File: src/rtl/hv_bist_ctrl_if.sv
`default_nettype none
// ============================================================================
// Module   : hv_bist_ctrl_if
// Brief    : Control/status bundle between the HV BIST sequencer, the control
//            FSM, the analog test block and the register file.
// Revision : 1.0 - initial release
// ============================================================================
interface hv_bist_ctrl_if #(
    parameter int BIST_ITEM_NUM = 4
);
    logic                     i_bist_en;
    logic [BIST_ITEM_NUM-1:0] i_bist_item_mask;
    logic [BIST_ITEM_NUM-1:0] i_ang_bist_rsp;
    logic [BIST_ITEM_NUM-1:0] o_ang_bist_sel;
    logic                     o_bist_busy;
    logic                     o_bist_done;
    logic                     o_bist_fail;
    logic [BIST_ITEM_NUM-1:0] o_bist_fail_vec;

    modport slave (
        input  i_bist_en, i_bist_item_mask, i_ang_bist_rsp,
        output o_ang_bist_sel, o_bist_busy, o_bist_done, o_bist_fail, o_bist_fail_vec
    );

    modport master (
        output i_bist_en, i_bist_item_mask, i_ang_bist_rsp,
        input  o_ang_bist_sel, o_bist_busy, o_bist_done, o_bist_fail, o_bist_fail_vec
    );
endinterface
`default_nettype wire

File: src/rtl/hv_bist_ctrl.sv
`default_nettype none
// ============================================================================
// Module   : hv_bist_ctrl
// Brief    : Analog BIST sequencer: select, settle, check each enabled item.
//            Optional macro HV_BIST_RETRY_EN gives each failing item one retry.
// Revision : 1.0 - initial release
// ============================================================================
module hv_bist_ctrl #(
    parameter int BIST_ITEM_NUM = 4,
    parameter int SETTLE_CYC    = 16,
    parameter int CHECK_CYC     = 4
) (
    input  logic                 i_clk,
    input  logic                 i_rst_n,
    hv_bist_ctrl_if.slave        bist_if
);
    localparam int IW = $clog2(BIST_ITEM_NUM + 1);
    localparam int SW = $clog2(SETTLE_CYC + 1);
    localparam int CW = $clog2(CHECK_CYC + 1);

    localparam logic [IW-1:0] C_IDX_END  = IW'(BIST_ITEM_NUM);
    localparam logic [SW-1:0] C_SET_LAST = SW'(SETTLE_CYC - 1);
    localparam logic [CW-1:0] C_CHK_LAST = CW'(CHECK_CYC - 1);

    typedef enum logic [2:0] {
        ST_IDLE = 3'd0,
        ST_SCAN = 3'd1,
        ST_SEL  = 3'd2,
        ST_CHK  = 3'd3,
        ST_DONE = 3'd4
    } state_t;

    state_t                   state_q;
    logic                     start_q;
    logic [IW-1:0]            idx_q;
    logic [SW-1:0]            set_cnt_q;
    logic [CW-1:0]            chk_cnt_q;
    logic [BIST_ITEM_NUM-1:0] sel_q;
    logic                     busy_q;
    logic                     done_q;
    logic                     fail_q;
    logic [BIST_ITEM_NUM-1:0] fail_vec_q;
`ifdef HV_BIST_RETRY_EN
    logic                     retry_q;
`endif

    logic [BIST_ITEM_NUM-1:0] w_idx_oh;
    logic                     w_mask_hit;
    logic                     w_rsp_ok;

    // idx == BIST_ITEM_NUM shifts the one-hot out entirely, so no mask bit hits.
    assign w_idx_oh   = BIST_ITEM_NUM'(1) << idx_q;
    assign w_mask_hit = |(bist_if.i_bist_item_mask & w_idx_oh);
    assign w_rsp_ok   = |(bist_if.i_ang_bist_rsp & sel_q);

    always_ff @(posedge i_clk or negedge i_rst_n) begin
        if (!i_rst_n) begin
            state_q    <= ST_IDLE;
            start_q    <= 1'b0;
            idx_q      <= '0;
            set_cnt_q  <= '0;
            chk_cnt_q  <= '0;
            sel_q      <= '0;
            busy_q     <= 1'b0;
            done_q     <= 1'b0;
            fail_q     <= 1'b0;
            fail_vec_q <= '0;
`ifdef HV_BIST_RETRY_EN
            retry_q    <= 1'b0;
`endif
        end else begin
            fail_q <= |fail_vec_q;
            if (state_q != ST_IDLE && !bist_if.i_bist_en) begin
                // Abort: the fail vector survives so software can still read it.
                state_q <= ST_IDLE;
                idx_q   <= '0;
                sel_q   <= '0;
                busy_q  <= 1'b0;
                done_q  <= 1'b0;
`ifdef HV_BIST_RETRY_EN
                retry_q <= 1'b0;
`endif
            end else begin
                case (state_q)
                    ST_IDLE: begin
                        // Start takes two edges: clear results, then enter SCAN.
                        if (!bist_if.i_bist_en) begin
                            start_q <= 1'b0;
                        end else if (!start_q) begin
                            start_q    <= 1'b1;
                            idx_q      <= '0;
                            fail_vec_q <= '0;
                        end else begin
                            start_q <= 1'b0;
                            busy_q  <= 1'b1;
                            state_q <= ST_SCAN;
                        end
                    end
                    ST_SCAN: begin
                        if (idx_q == C_IDX_END) begin
                            state_q <= ST_DONE;
                            busy_q  <= 1'b0;
                            done_q  <= 1'b1;
                        end else if (w_mask_hit) begin
                            state_q   <= ST_SEL;
                            sel_q     <= w_idx_oh;
                            set_cnt_q <= '0;
                        end else begin
                            idx_q <= idx_q + IW'(1);
                        end
                    end
                    ST_SEL: begin
                        if (set_cnt_q == C_SET_LAST) begin
                            state_q   <= ST_CHK;
                            chk_cnt_q <= '0;
                        end else begin
                            set_cnt_q <= set_cnt_q + SW'(1);
                        end
                    end
                    ST_CHK: begin
                        if (!w_rsp_ok) begin
`ifdef HV_BIST_RETRY_EN
                            if (!retry_q) begin
                                retry_q   <= 1'b1;
                                state_q   <= ST_SEL;
                                set_cnt_q <= '0;
                            end else begin
                                retry_q    <= 1'b0;
                                fail_vec_q <= fail_vec_q | sel_q;
                                sel_q      <= '0;
                                idx_q      <= idx_q + IW'(1);
                                state_q    <= ST_SCAN;
                            end
`else
                            fail_vec_q <= fail_vec_q | sel_q;
                            sel_q      <= '0;
                            idx_q      <= idx_q + IW'(1);
                            state_q    <= ST_SCAN;
`endif
                        end else if (chk_cnt_q == C_CHK_LAST) begin
`ifdef HV_BIST_RETRY_EN
                            retry_q <= 1'b0;
`endif
                            sel_q   <= '0;
                            idx_q   <= idx_q + IW'(1);
                            state_q <= ST_SCAN;
                        end else begin
                            chk_cnt_q <= chk_cnt_q + CW'(1);
                        end
                    end
                    ST_DONE: begin
                        done_q <= 1'b1;
                    end
                    default: begin
                        state_q <= ST_IDLE;
                        sel_q   <= '0;
                        busy_q  <= 1'b0;
                        done_q  <= 1'b0;
                    end
                endcase
            end
        end
    end

    assign bist_if.o_ang_bist_sel  = sel_q;
    assign bist_if.o_bist_busy     = busy_q;
    assign bist_if.o_bist_done     = done_q;
    assign bist_if.o_bist_fail     = fail_q;
    assign bist_if.o_bist_fail_vec = fail_vec_q;

endmodule
`default_nettype wire

File: src/flat_wrapper.sv
// flat-port wrapper written by rule: the top's interface ports become plain ports
module hv_bist_ctrl_flat 
#(
    parameter int BIST_ITEM_NUM = 4,
    parameter int SETTLE_CYC    = 16,
    parameter int CHECK_CYC     = 4
)
  (i_clk, i_rst_n, bist_if_i_bist_en, bist_if_i_bist_item_mask, bist_if_i_ang_bist_rsp, bist_if_o_ang_bist_sel, bist_if_o_bist_busy, bist_if_o_bist_done, bist_if_o_bist_fail, bist_if_o_bist_fail_vec);
  hv_bist_ctrl_if #(.BIST_ITEM_NUM(BIST_ITEM_NUM)) bist_if_i ();
  input  logic i_clk;
  input  logic i_rst_n;
  input wire logic [$bits(bist_if_i.i_bist_en)-1:0] bist_if_i_bist_en;
  input wire logic [$bits(bist_if_i.i_bist_item_mask)-1:0] bist_if_i_bist_item_mask;
  input wire logic [$bits(bist_if_i.i_ang_bist_rsp)-1:0] bist_if_i_ang_bist_rsp;
  output wire logic [$bits(bist_if_i.o_ang_bist_sel)-1:0] bist_if_o_ang_bist_sel;
  output wire logic [$bits(bist_if_i.o_bist_busy)-1:0] bist_if_o_bist_busy;
  output wire logic [$bits(bist_if_i.o_bist_done)-1:0] bist_if_o_bist_done;
  output wire logic [$bits(bist_if_i.o_bist_fail)-1:0] bist_if_o_bist_fail;
  output wire logic [$bits(bist_if_i.o_bist_fail_vec)-1:0] bist_if_o_bist_fail_vec;
  assign bist_if_i.i_bist_en = bist_if_i_bist_en;
  assign bist_if_i.i_bist_item_mask = bist_if_i_bist_item_mask;
  assign bist_if_i.i_ang_bist_rsp = bist_if_i_ang_bist_rsp;
  assign bist_if_o_ang_bist_sel = bist_if_i.o_ang_bist_sel;
  assign bist_if_o_bist_busy = bist_if_i.o_bist_busy;
  assign bist_if_o_bist_done = bist_if_i.o_bist_done;
  assign bist_if_o_bist_fail = bist_if_i.o_bist_fail;
  assign bist_if_o_bist_fail_vec = bist_if_i.o_bist_fail_vec;
  hv_bist_ctrl #(.BIST_ITEM_NUM(BIST_ITEM_NUM), .SETTLE_CYC(SETTLE_CYC), .CHECK_CYC(CHECK_CYC)) u_core (.i_clk(i_clk), .i_rst_n(i_rst_n), .bist_if(bist_if_i));
endmodule
File: config.mk
export PLATFORM = sky130hd
export DESIGN_NAME = hv_bist_ctrl_flat
export DESIGN_NICKNAME = d
export VERILOG_FILES = /design/src/rtl/hv_bist_ctrl_if.sv /design/src/rtl/hv_bist_ctrl.sv /design/src/flat_wrapper.sv
export SDC_FILE = /design/constraint.sdc
export NUM_CORES = 1
export LEC_CHECK = 0
export CAP_MARGIN = 30
export CORE_MARGIN = 1.5
export CORE_UTILIZATION = 45
export CTS_CLUSTER_SIZE = 10
export DETAILED_ROUTE_END_ITERATION = 12
export PLACE_DENSITY = 0.68
export SETUP_SLACK_MARGIN = 0.15
export SKIP_CTS_REPAIR_TIMING = 1
export SLEW_MARGIN = 20
export SYNTH_ARGS = -nofsm -noshare
export SYNTH_HDL_FRONTEND = slang
export SYNTH_SLANG_ARGS = --single-unit
File: constraint.sdc
create_clock -name i_clk -period 3.4 [get_ports i_clk]
set_input_delay 0.68 -clock i_clk [delete_from_list [all_inputs] [get_ports i_clk]]
set_output_delay 0.68 -clock i_clk [all_outputs]
set_load 0.1 [all_outputs]
* Yosys cells after proc, flatten, opt, wreduce, memory -nomap -nowiden *
Cells that the tools add are included.
Widths: inputs -> output; s select.

cells by class
  shift-type cells = 1
  reduce and logical (&&, ||, !) cells = 23
  bitwise logic cells = 4
  eq/ne operators = 30
  mux-type cells = 45
  add/subtract/negate cells = 3

operators with widths
  cell                 count
  $mux 3               18
  $mux 4               8
  $mux 5               3
  $pmux 3 s5           1
  $reduce_and 5->1     3
  $ne 2x1->1 const B   7
  $ne 2x2->1 const B   6
  $ne 3x1->1 const B   4
  $pmux 4 s3           1
  $reduce_and 6->1     2
  $reduce_or 4->1      3
  $pmux 5 s2           1
  $eq 3x2->1 const B   3
  $pmux 3 s3           1
  $reduce_or 3->1      3
  $and 4x4->4          2
  $mux 1               8
  $pmux 4 s2           1
  $reduce_and 4->1     2
  $add 3x1->3 const B  2
  $eq 3x3->1 const B   2
  $ne 3x2->1 const B   2
  $ne 3x3->1 const B   2
  $pmux 1 s3           2
  other kinds (16)     19

word-level totals
  register bits after elaboration = 26
  output and inout bits = 11
  bits of input ports = 11
  word-level logic and storage cells = 116

* Logic depth before layout (Yosys ltp) *
Gate-level depths: netlist of the first run.

  depth after elaboration = 7
  gate-level depth with buffers = 8
  mapped depth without buffers = 8

* Worst setup path before layout of the first run *
OpenSTA, ideal clock, no wires.

  path type = reg-to-reg
  start point = reg u_core.sel_q[2] (netlist: u_core.bist_if.o_ang_bist_sel[2])
  end point = reg u_core.sel_q[3] (netlist: u_core.bist_if.o_ang_bist_sel[3])
  setup slack = 972 ps
  path buffers = 1
  library setup time = 126 ps
  arrival = 2302 ps
  cell stages (with the launch flop) = 7
  cell sequence = dfrtp_1 -> a22oi_1 -> a2111oi_2 -> o21ai_1 -> and3_1 -> buf_6 -> mux2_4

between the ends
  word-level cells in the longest chain between the ends = 5
  elaborated cells between the ends (all ways) = 7
  classes of those cells = eq/ne: 1; mux: 3; bitwise: 1; reduce/logical: 2

ends and longest elaborated chain
  element                   RTL line             text
  start: declaration        hv_bist_ctrl.sv:38   logic [BIST_ITEM_NUM-1:0] sel_q;
  start signal: assignment  hv_bist_ctrl.sv:106  sel_q <= w_idx_oh;
  $and 4x4->4 *             hv_bist_ctrl.sv:54   assign w_rsp_ok = |(bist_if.i_ang_bist_rsp & sel_q);
  $reduce_or 4->1 *         hv_bist_ctrl.sv:54
  $mux 4                    hv_bist_ctrl.sv:121  if (!w_rsp_ok) begin
  $pmux 4 s3                hv_bist_ctrl.sv:84   case (state_q)
  $mux 4                    hv_bist_ctrl.sv:73   if (state_q != ST_IDLE && !bist_if.i_bist_en) begin

Every way passes the cells marked *; elsewhere a longest branch is shown, timed or not.
A chain may end at the register's enable or synchronous reset.

* Worst setup path after layout of the first run *
  start point = reg u_core.fail_q (netlist: u_core.bist_if.o_bist_fail)
  end point = out bist_if_o_bist_fail

RTL lines
  element                   RTL line            text
  start: declaration        hv_bist_ctrl.sv:41  logic fail_q;
  start signal: assignment  hv_bist_ctrl.sv:72  fail_q <= |fail_vec_q;
  end: declaration          flat_wrapper.sv:18  output wire logic [$bits(bist_if_i.o_bist_fail)-1:0] bist_if_o_bist_fail;

No word-level cell between the ends.

==> metrics.cfg, run 1 <==
[status]
status = complete, no violations

[global_route]
grt.overflow.total = 0
grt_pass1_vias = 1231
antenna_found_initial = 0
grt_pass1_wl_um = 5750
grt_usage_pct = 20.6
grt_max_degree = 27

[worst_setup_path]
crit_chain = clkdlybuf4s50_1
critPathMaxFanout = 1
worstPathArrival_ns = 1.82
reg2reg_slack_ns = 1.30
critical_path.endpoint_type = output port
worstPathRequired_ns = 2.72
r2r-end = u_core.set_cnt_q[1]
cp-start-kind = flop
r2r_cells = 7
worst-path-stages = 1
crit_buf_inv = 1
cpPeakStageDelay_ns = 1.13
crit_type = reg2out
cp_slowest_cell = clkdlybuf4s50_1
worstReg2RegStart = u_core.set_cnt_q[0]
cp_top_family = buffers and inverters

[routing]
totalWireLength_um = 3300
drc = 0
ant_nets = 0
routed_via_density = 5.48
vias = 1250
drt_iter0_markers = 63
wl_per_cell_um = 14.5
first_pass_iters = 4

[synthesis]
syn_inst = 164
ys_seq_elements = 26
ys_async_sr_fraction_pct = 100
seq_area_frac_synth_pct = 42.9
syn-num-nets = 184
ys_types = 44
synth-edff-count = 0
ys_warn_count = 0
synth_area_um2 = 1520
synthFlopType = dfrtp_1
synth_area_per_cell_um2 = 9.25

[timing]
holdWs_ns = 0.510
finalHoldViolations = 0
period_share_pct = 73.6
maxSlewHeadroom_pct = 34.9
setup_violations = 0
post-route-min-period_ns = 2.50
fin_skew_ns = 0.0114
rsz0062_at_grt = no
tns_ns = 0
worst_slew_pin_slew_ns = 0.973
slew_violations = 0
max_freq_mhz = 399

[power_and_ir_drop]
p_int_uw = 716
clockPowerShare_pct = 15.5
peakVddDrop_v = 0.000290
power.leakage_nw = 0.815
power.share.switching_pct = 48.5
combPwrFrac_pct = 51.0
powerDensity_nw_per_um2 = 779
total_power_mw = 1.39
p_sw_uw = 675
pwr-share-seq_pct = 33.6

[final_layout]
nNetsFinal = 205
n_antenna_cell = 0
areaGrowthSynthToFinish_pct = 17.7
fillers = 299
stdcell_count = 228
finalInstanceArea_um2 = 1780
final_common_cell = dfrtp_1
mostFrequentLayoutCells = dfrtp_1, nor2_1, nand2_1, inv_1
drive_above_1_share_pct = 12.0

[min_path]
worstHoldStart = u_core.set_cnt_q[4]
hold_depth = 1
min_path_type = reg2reg
worstHoldEndpoint = u_core.set_cnt_q[4]

[die]
fp.dieW_um = 61.1
core_area_um2 = 3130
start_util_pct = 48.5
die_h_um = 61.1
io_pins = 22
num_rows = 20
dieArea_um2 = 3730

[cts]
htreeDepth = 1
cts_tree = built
path_clk_slew_ns = 0.15
clock_path_buffers = 2
ctsRootBufferMaster = clkbuf_4
cts_num_sinks = 26
clock_latency_ns = 0.33
cts_buffers = 3

[placed_design]
routabilityCongestion = 0.848
dp_hpwl_um = 2540
io_buffers = 21
placed_cells = 224
postPlaceCellArea_um2 = 1730

[run]
cap_violations = 0

[cell type report]
cell class / instances / area (µm²) / area share (%)
Sequential cell: 26 / 651 / 36.5
Clock buffer: 3 / 22.5 / 1.26
Multi-Input combinational cell: 119 / 785 / 44.0
Inverter: 13 / 48.8 / 2.73
Tap cell: 44 / 55.1 / 3.09
Clock inverter: 1 / 30.0 / 1.68
Timing Repair Buffer: 22 / 193 / 10.8
[kinds of logic after synthesis]
| group | count (synthesis) | synth area share, % |
|---|---|---|
| compound gates | 45 | 21.5 |
| fa+ha+maj | 9 | 7.43 |
| buf+inv | 19 | 5.36 |
| flops | 26 | 42.9 |
| mux | 8 | 5.86 |
| simple gates | 57 | 16.9 |
[cells in the mapped netlist, types with 2 or more instances]
master | n | area, µm²
a21oi_1 | 11 | 55.1
o21ai_0 | 8 | 40.0
o211ai_1 | 2 | 15.0
nor2_1 | 20 | 75.1
nor2b_1 | 2 | 12.5
o32a_1 | 2 | 20.0
a2111oi_2 | 2 | 30.0
nand2_1 | 19 | 71.3
nand3b_1 | 2 | 15.0
dfrtp_1 | 26 | 651
mux2i_1 | 4 | 40.0
ha_1 | 9 | 113
inv_1 | 12 | 45.0
buf_2 | 2 | 10.0
a22oi_1 | 3 | 22.5
a21o_1 | 2 | 15.0
clkbuf_1 | 3 | 11.3
and3_1 | 4 | 25.0
nand3_1 | 4 | 20.0
o22a_1 | 2 | 17.5
mux2_1 | 2 | 22.5
[worst max path at each step]
stage,from,endpoint
3_5_place_dp,bist_if_i_bist_en,u_core.bist_if.o_ang_bist_sel[3]
4_1_cts,u_core.bist_if.o_bist_fail,bist_if_o_bist_fail
2_1_floorplan,u_core.bist_if.o_ang_bist_sel[2],u_core.bist_if.o_ang_bist_sel[3]
5_1_grt,u_core.bist_if.o_bist_fail,bist_if_o_bist_fail
3_3_place_gp,bist_if_i_bist_en,u_core.bist_if.o_ang_bist_sel[3]
6_report,u_core.bist_if.o_bist_fail,bist_if_o_bist_fail
[metal layers]
layer / global-route usage [%] / vias to the layer above / routed length [µm]
met5: 0 / - / 0
met4: 6.52 / 0 / 31
met3: 2.52 / 4 / 88
met2: 33.6 / 18 / 1650
met1: 28.7 / 603 / 1530
li1: - / 625 / -
[state kept, by name (all words and copies together), names as in the netlist, 3 cells and up]
register,flops
u_core.bist_if.o_ang_bist_sel,4
u_core.bist_if.o_bist_fail_vec,4
u_core.idx_q,3
u_core.set_cnt_q,5
u_core.chk_cnt_q,3
u_core.state_q,3
[through the flow]
step                worst slack (ns)  util [%]
floorplan                      0.972         -
global placement               0.821      55.4
detailed placement             0.777      55.4
CTS                            0.882      57.0
global route                   0.836      57.0
finish                         0.896      57.0
[power by group through the flow]
| stage | sequential (mW) | clock [mW] | combinational, mW |
|---|---|---|---|
| after CTS | 0.466 | 0.218 | 0.709 |
| after global placement | 0.470 | 0 | 0.696 |
| after floorplan | 0.663 | 0 | 0.359 |
| after detailed placement | 0.472 | 0 | 0.707 |
| after global routing | 0.480 | 0.234 | 0.770 |
| final | 0.467 | 0.215 | 0.709 |
(Power assumes the default switching activity.)
==> inputs of run 2 (changes only) <==
--- a/config.mk
+++ b/config.mk
@@ -10,7 +10,7 @@
 export CORE_UTILIZATION = 45
 export CTS_CLUSTER_SIZE = 10
 export DETAILED_ROUTE_END_ITERATION = 12
-export PLACE_DENSITY = 0.68
+export PLACE_DENSITY = 0.71
 export SETUP_SLACK_MARGIN = 0.15
 export SKIP_CTS_REPAIR_TIMING = 1
 export SLEW_MARGIN = 20
==> constraint.sdc (replaced) <==
create_clock -name i_clk -period 2.15 [get_ports i_clk]
set_input_delay 0.43 -clock i_clk [delete_from_list [all_inputs] [get_ports i_clk]]
set_output_delay 0.43 -clock i_clk [all_outputs]
set_load 0.1 [all_outputs]
==> metrics.cfg, run 2 (synthesized netlist as in run 1, its figures left out) <==
[global_route]
grt.overflow.total = 0
grt_pass1_vias = 1372
grt_pass1_wl_um = 6310
grt_usage_pct = 22.5
grt_max_degree = 27
antenna_found_initial = 0

[power_and_ir_drop]
powerDensity_nw_per_um2 = 1160
peakVddDrop_v = 0.000613
total_power_mw = 2.22
power.leakage_nw = 0.873

[routing]
first_pass_iters = 4
routed_via_density = 5.52
wl_per_cell_um = 15.0
ant_nets = 0
totalWireLength_um = 3620
vias = 1335
drc = 0
drt_iter0_markers = 54

[final_layout]
largest_register_ffs = 5
mostFrequentLayoutCells = buf_4, dfrtp_1, nor2_1, nand2_1, inv_1
final-seq-area_um2 = 664
fillers = 267
top_register = u_core.set_cnt_q
nNetsFinal = 219
finalInstanceArea_um2 = 1920
n_antenna_cell = 0
multi_input_area_um2 = 820
areaGrowthSynthToFinish_pct = 26.6
drive_above_1_share_pct = 25.3
final_util_pct = 61.4
final_common_cell = buf_4

[timing]
maxSlewHeadroom_pct = 73.0
rsz0062_at_grt = yes
holdWs_ns = 0.451
max_freq_mhz = 500
finalHoldViolations = 0
setup_violations = 0
post-route-min-period_ns = 2.00
slew_violations = 0
period_share_pct = 93.1
worst_slew_pin_slew_ns = 0.403
tns_ns = 0
fin_skew_ns = 0.00901

[die]
fp.dieW_um = 61.1
core_area_um2 = 3130
dieArea_um2 = 3730
num_rows = 20
die_h_um = 61.1
start_util_pct = 48.5
io_pins = 22

[run]
cap_violations = 0

[worst_setup_path]
worstPathRequired_ns = 2.38
crit_type = reg2reg
reg2reg_slack_ns = 0.15
critPathMaxFanout = 4
cp-start-kind = flop
critical_path.endpoint_type = flop
worstPathArrival_ns = 2.23

[cts]
cts_num_sinks = 26
htreeDepth = 1
path_clk_slew_ns = 0.14
clock_path_buffers = 2
cts_buffers = 3
ctsRootBufferMaster = clkbuf_4
clock_latency_ns = 0.32
cts_tree = built

[placed_design]
dp_hpwl_um = 2780
io_buffers = 21
postPlaceCellArea_um2 = 1820
routabilityCongestion = 0.851

[status]
status = complete, no violations

[min_path]
min_path_type = in2async

-- run 2: power breakdown --
group	switching [mW]	internal, mW
sequential	0.147	0.602
clock	0.145	0.104
combinational	0.809	0.418
-- run 2: worst paths after layout --
check                                         start                               end  cells after the start
worst max register to register  u_core.set_cnt_q[1]               u_core.set_cnt_q[1]                      7
min in group i_clk              u_core.chk_cnt_q[2]               u_core.chk_cnt_q[2]                      2
worst min register to register  u_core.chk_cnt_q[2]               u_core.chk_cnt_q[2]                      2
max in group asynchronous                   i_rst_n  u_core.bist_if.o_ang_bist_sel[3]                      2
worst min-delay path                        i_rst_n               u_core.chk_cnt_q[1]                      2
worst max-delay path            u_core.set_cnt_q[1]               u_core.set_cnt_q[1]                      7
-- run 2: layer usage --
layer | vias up | share of wire, % | track usage (%)
met1 | 640 | 44 | 29.5
met4 | 0 | 1.2 | 8.70
met3 | 5 | 4.3 | 3.15
li1 | 653 | - | -
met5 | - | 0 | 0
met2 | 37 | 51 | 37.7
-- run 2: stage by stage --
stage,setup slack (ns),instances
2_1_floorplan,0.155,164
3_3_place_gp,-0.0287,235
3_5_place_dp,-0.0236,235
4_1_cts,0.00337,239
5_1_grt,0.0951,242
6_report,0.149,242
-- run 2: critical path, cell delays in order (launching register included) --
cell,delay (ns)
dfrtp_1,0.43
ha_2,0.20
and3_1,0.18
ha_2,0.18
nor3_2,0.21
a21oi_1,0.06
a211o_1,0.30
mux2_1,0.33
-- run 2: cell type report --
cell class	count	share of cell area [%]
multi-input combinational	119	42.7
sequential	26	34.6
timing repair buffer	36	15.4
tap	44	2.87
inverter	13	2.54
clock buffer	4	1.89
==> inputs of run 3 (changes only) <==
--- a/config.mk
+++ b/config.mk
@@ -11,9 +11,11 @@
 export CTS_CLUSTER_SIZE = 10
 export DETAILED_ROUTE_END_ITERATION = 12
 export PLACE_DENSITY = 0.71
+export RECOVER_POWER = 25
 export SETUP_SLACK_MARGIN = 0.15
 export SKIP_CTS_REPAIR_TIMING = 1
 export SLEW_MARGIN = 20
 export SYNTH_ARGS = -nofsm -noshare
 export SYNTH_HDL_FRONTEND = slang
 export SYNTH_SLANG_ARGS = --single-unit
+export TNS_END_PERCENT = 100
==> metrics.cfg, run 3 (synthesized netlist as in run 1, its figures left out) <==
[timing]
fin_skew_ns = 0.00905
maxSlewHeadroom_pct = 73.1
rsz0062_at_grt = yes
tns_ns = 0
finalHoldViolations = 0
timing.final.ws_setup_ns = 0.150
slew_violations = 0
period_share_pct = 93.0
worst_slew_pin_slew_ns = 0.402
max_freq_mhz = 500
setup_violations = 0
post-route-min-period_ns = 2.00

[cts]
path_clk_slew_ns = 0.14
cts_tree = built
cts_num_sinks = 26
clock_path_buffers = 2
clock_latency_ns = 0.32
ctsRootBufferMaster = clkbuf_4
htreeDepth = 1
cts_buffers = 3

[placed_design]
dp_hpwl_um = 2780
io_buffers = 21
place_ws_ns = -0.0236
postPlaceCellArea_um2 = 1820
placed_cells = 235
routabilityCongestion = 0.851

[power_and_ir_drop]
peakVddDrop_v = 0.000613
powerDensity_nw_per_um2 = 1160
power.leakage_nw = 0.873

[final_layout]
n_antenna_cell = 0
top_register = u_core.set_cnt_q
final_common_cell = buf_4
finalInstanceArea_um2 = 1920
mostFrequentLayoutCells = buf_4, dfrtp_1, nor2_1, nand2_1, inv_1
nNetsFinal = 219
largest_register_ffs = 5
fillers = 267
areaGrowthSynthToFinish_pct = 26.6
drive_above_1_share_pct = 25.3
stdcell_count = 242

[die]
num_rows = 20
io_pins = 22
start_util_pct = 48.5
die_h_um = 61.1
core_area_um2 = 3130
fp.dieW_um = 61.1
dieArea_um2 = 3730

[routing]
totalWireLength_um = 3620
drc = 0
ant_nets = 0
drt_iter0_markers = 54
wl_per_cell_um = 15.0
first_pass_iters = 4
vias = 1339
routed_via_density = 5.53

[worst_setup_path]
critPathMaxFanout = 4
crit_type = reg2reg
critical_path.endpoint_type = flop
cp-start-kind = flop
worstPathArrival_ns = 2.23
worstPathRequired_ns = 2.38

[global_route]
grt_pass1_wl_um = 6310
grt_max_degree = 27
antenna_found_initial = 0
grt.overflow.total = 0
grt_pass1_vias = 1372
grt_usage_pct = 22.5

[status]
status = complete, no violations

[run]
cap_violations = 0

[min_path]
min_path_type = reg2reg

## run 3: cell types whose count changed in the layout (fill, tap and decap cells not counted)
cell and change:
dlygate4sd3_1 +1, clkdlybuf4s50_1 -1
## run 3: routing by layer
layer  share of wire [%]  global-route usage, %  up-vias
li1                    -                      -      653
met1                  44                   29.5      644
met3                 4.3                   3.15        5
met2                  51                   37.7       37
met5                   0                      0        -
met4                 1.2                   8.70        0
## run 3: stage by stage
step | total power, mW | utilization (%) | hold WS (ns)
2_1_floorplan | 1.63 | - | 0.134
3_3_place_gp | 1.89 | 58.3 | 0.457
3_5_place_dp | 1.93 | 58.3 | 0.477
4_1_cts | 2.18 | 59.5 | 0.460
5_1_grt | 2.38 | 61.4 | 0.518
6_report | 2.22 | 61.4 | 0.502
## run 3: layout make-up
| type | count | area, µm² | area share (%) |
|---|---|---|---|
| Tap cell | 44 | 55.1 | 2.87 |
| Multi-Input combinational cell | 119 | 820 | 42.7 |
| Timing Repair Buffer | 36 | 295 | 15.4 |
| Sequential cell | 26 | 664 | 34.6 |
| Clock buffer | 4 | 36.3 | 1.89 |
| Inverter | 13 | 48.8 | 2.54 |
## run 3: power breakdown
group / leakage [nW] / switching [mW] / internal [mW]
clock network: 0.0210 / 0.145 / 0.104
registers: 0.342 / 0.146 / 0.602
logic: 0.510 / 0.809 / 0.418
total: 0.873 / 1.10 / 1.12
## run 3: path summary, 6_finish.rpt
check                                    start                               end  slack, ns  depth (start not counted)
min in group asynchronous              i_rst_n               u_core.chk_cnt_q[1]       0.52                          2
max in group asynchronous              i_rst_n  u_core.bist_if.o_ang_bist_sel[3]       1.35                          2
min                        u_core.chk_cnt_q[2]               u_core.chk_cnt_q[2]       0.50                          2
max                        u_core.set_cnt_q[1]               u_core.set_cnt_q[1]       0.15                          7
min reg2reg                u_core.chk_cnt_q[2]               u_core.chk_cnt_q[2]       0.50                          2
max reg2reg                u_core.set_cnt_q[1]               u_core.set_cnt_q[1]       0.15                          7
## run 3: worst max-delay path, cell delays in order, from the launching register on
cell and delay, ns:
dfrtp_1 0.43, ha_2 0.20, and3_1 0.18, ha_2 0.18, nor3_2 0.21, a21oi_1 0.06
a211o_1 0.30, mux2_1 0.33
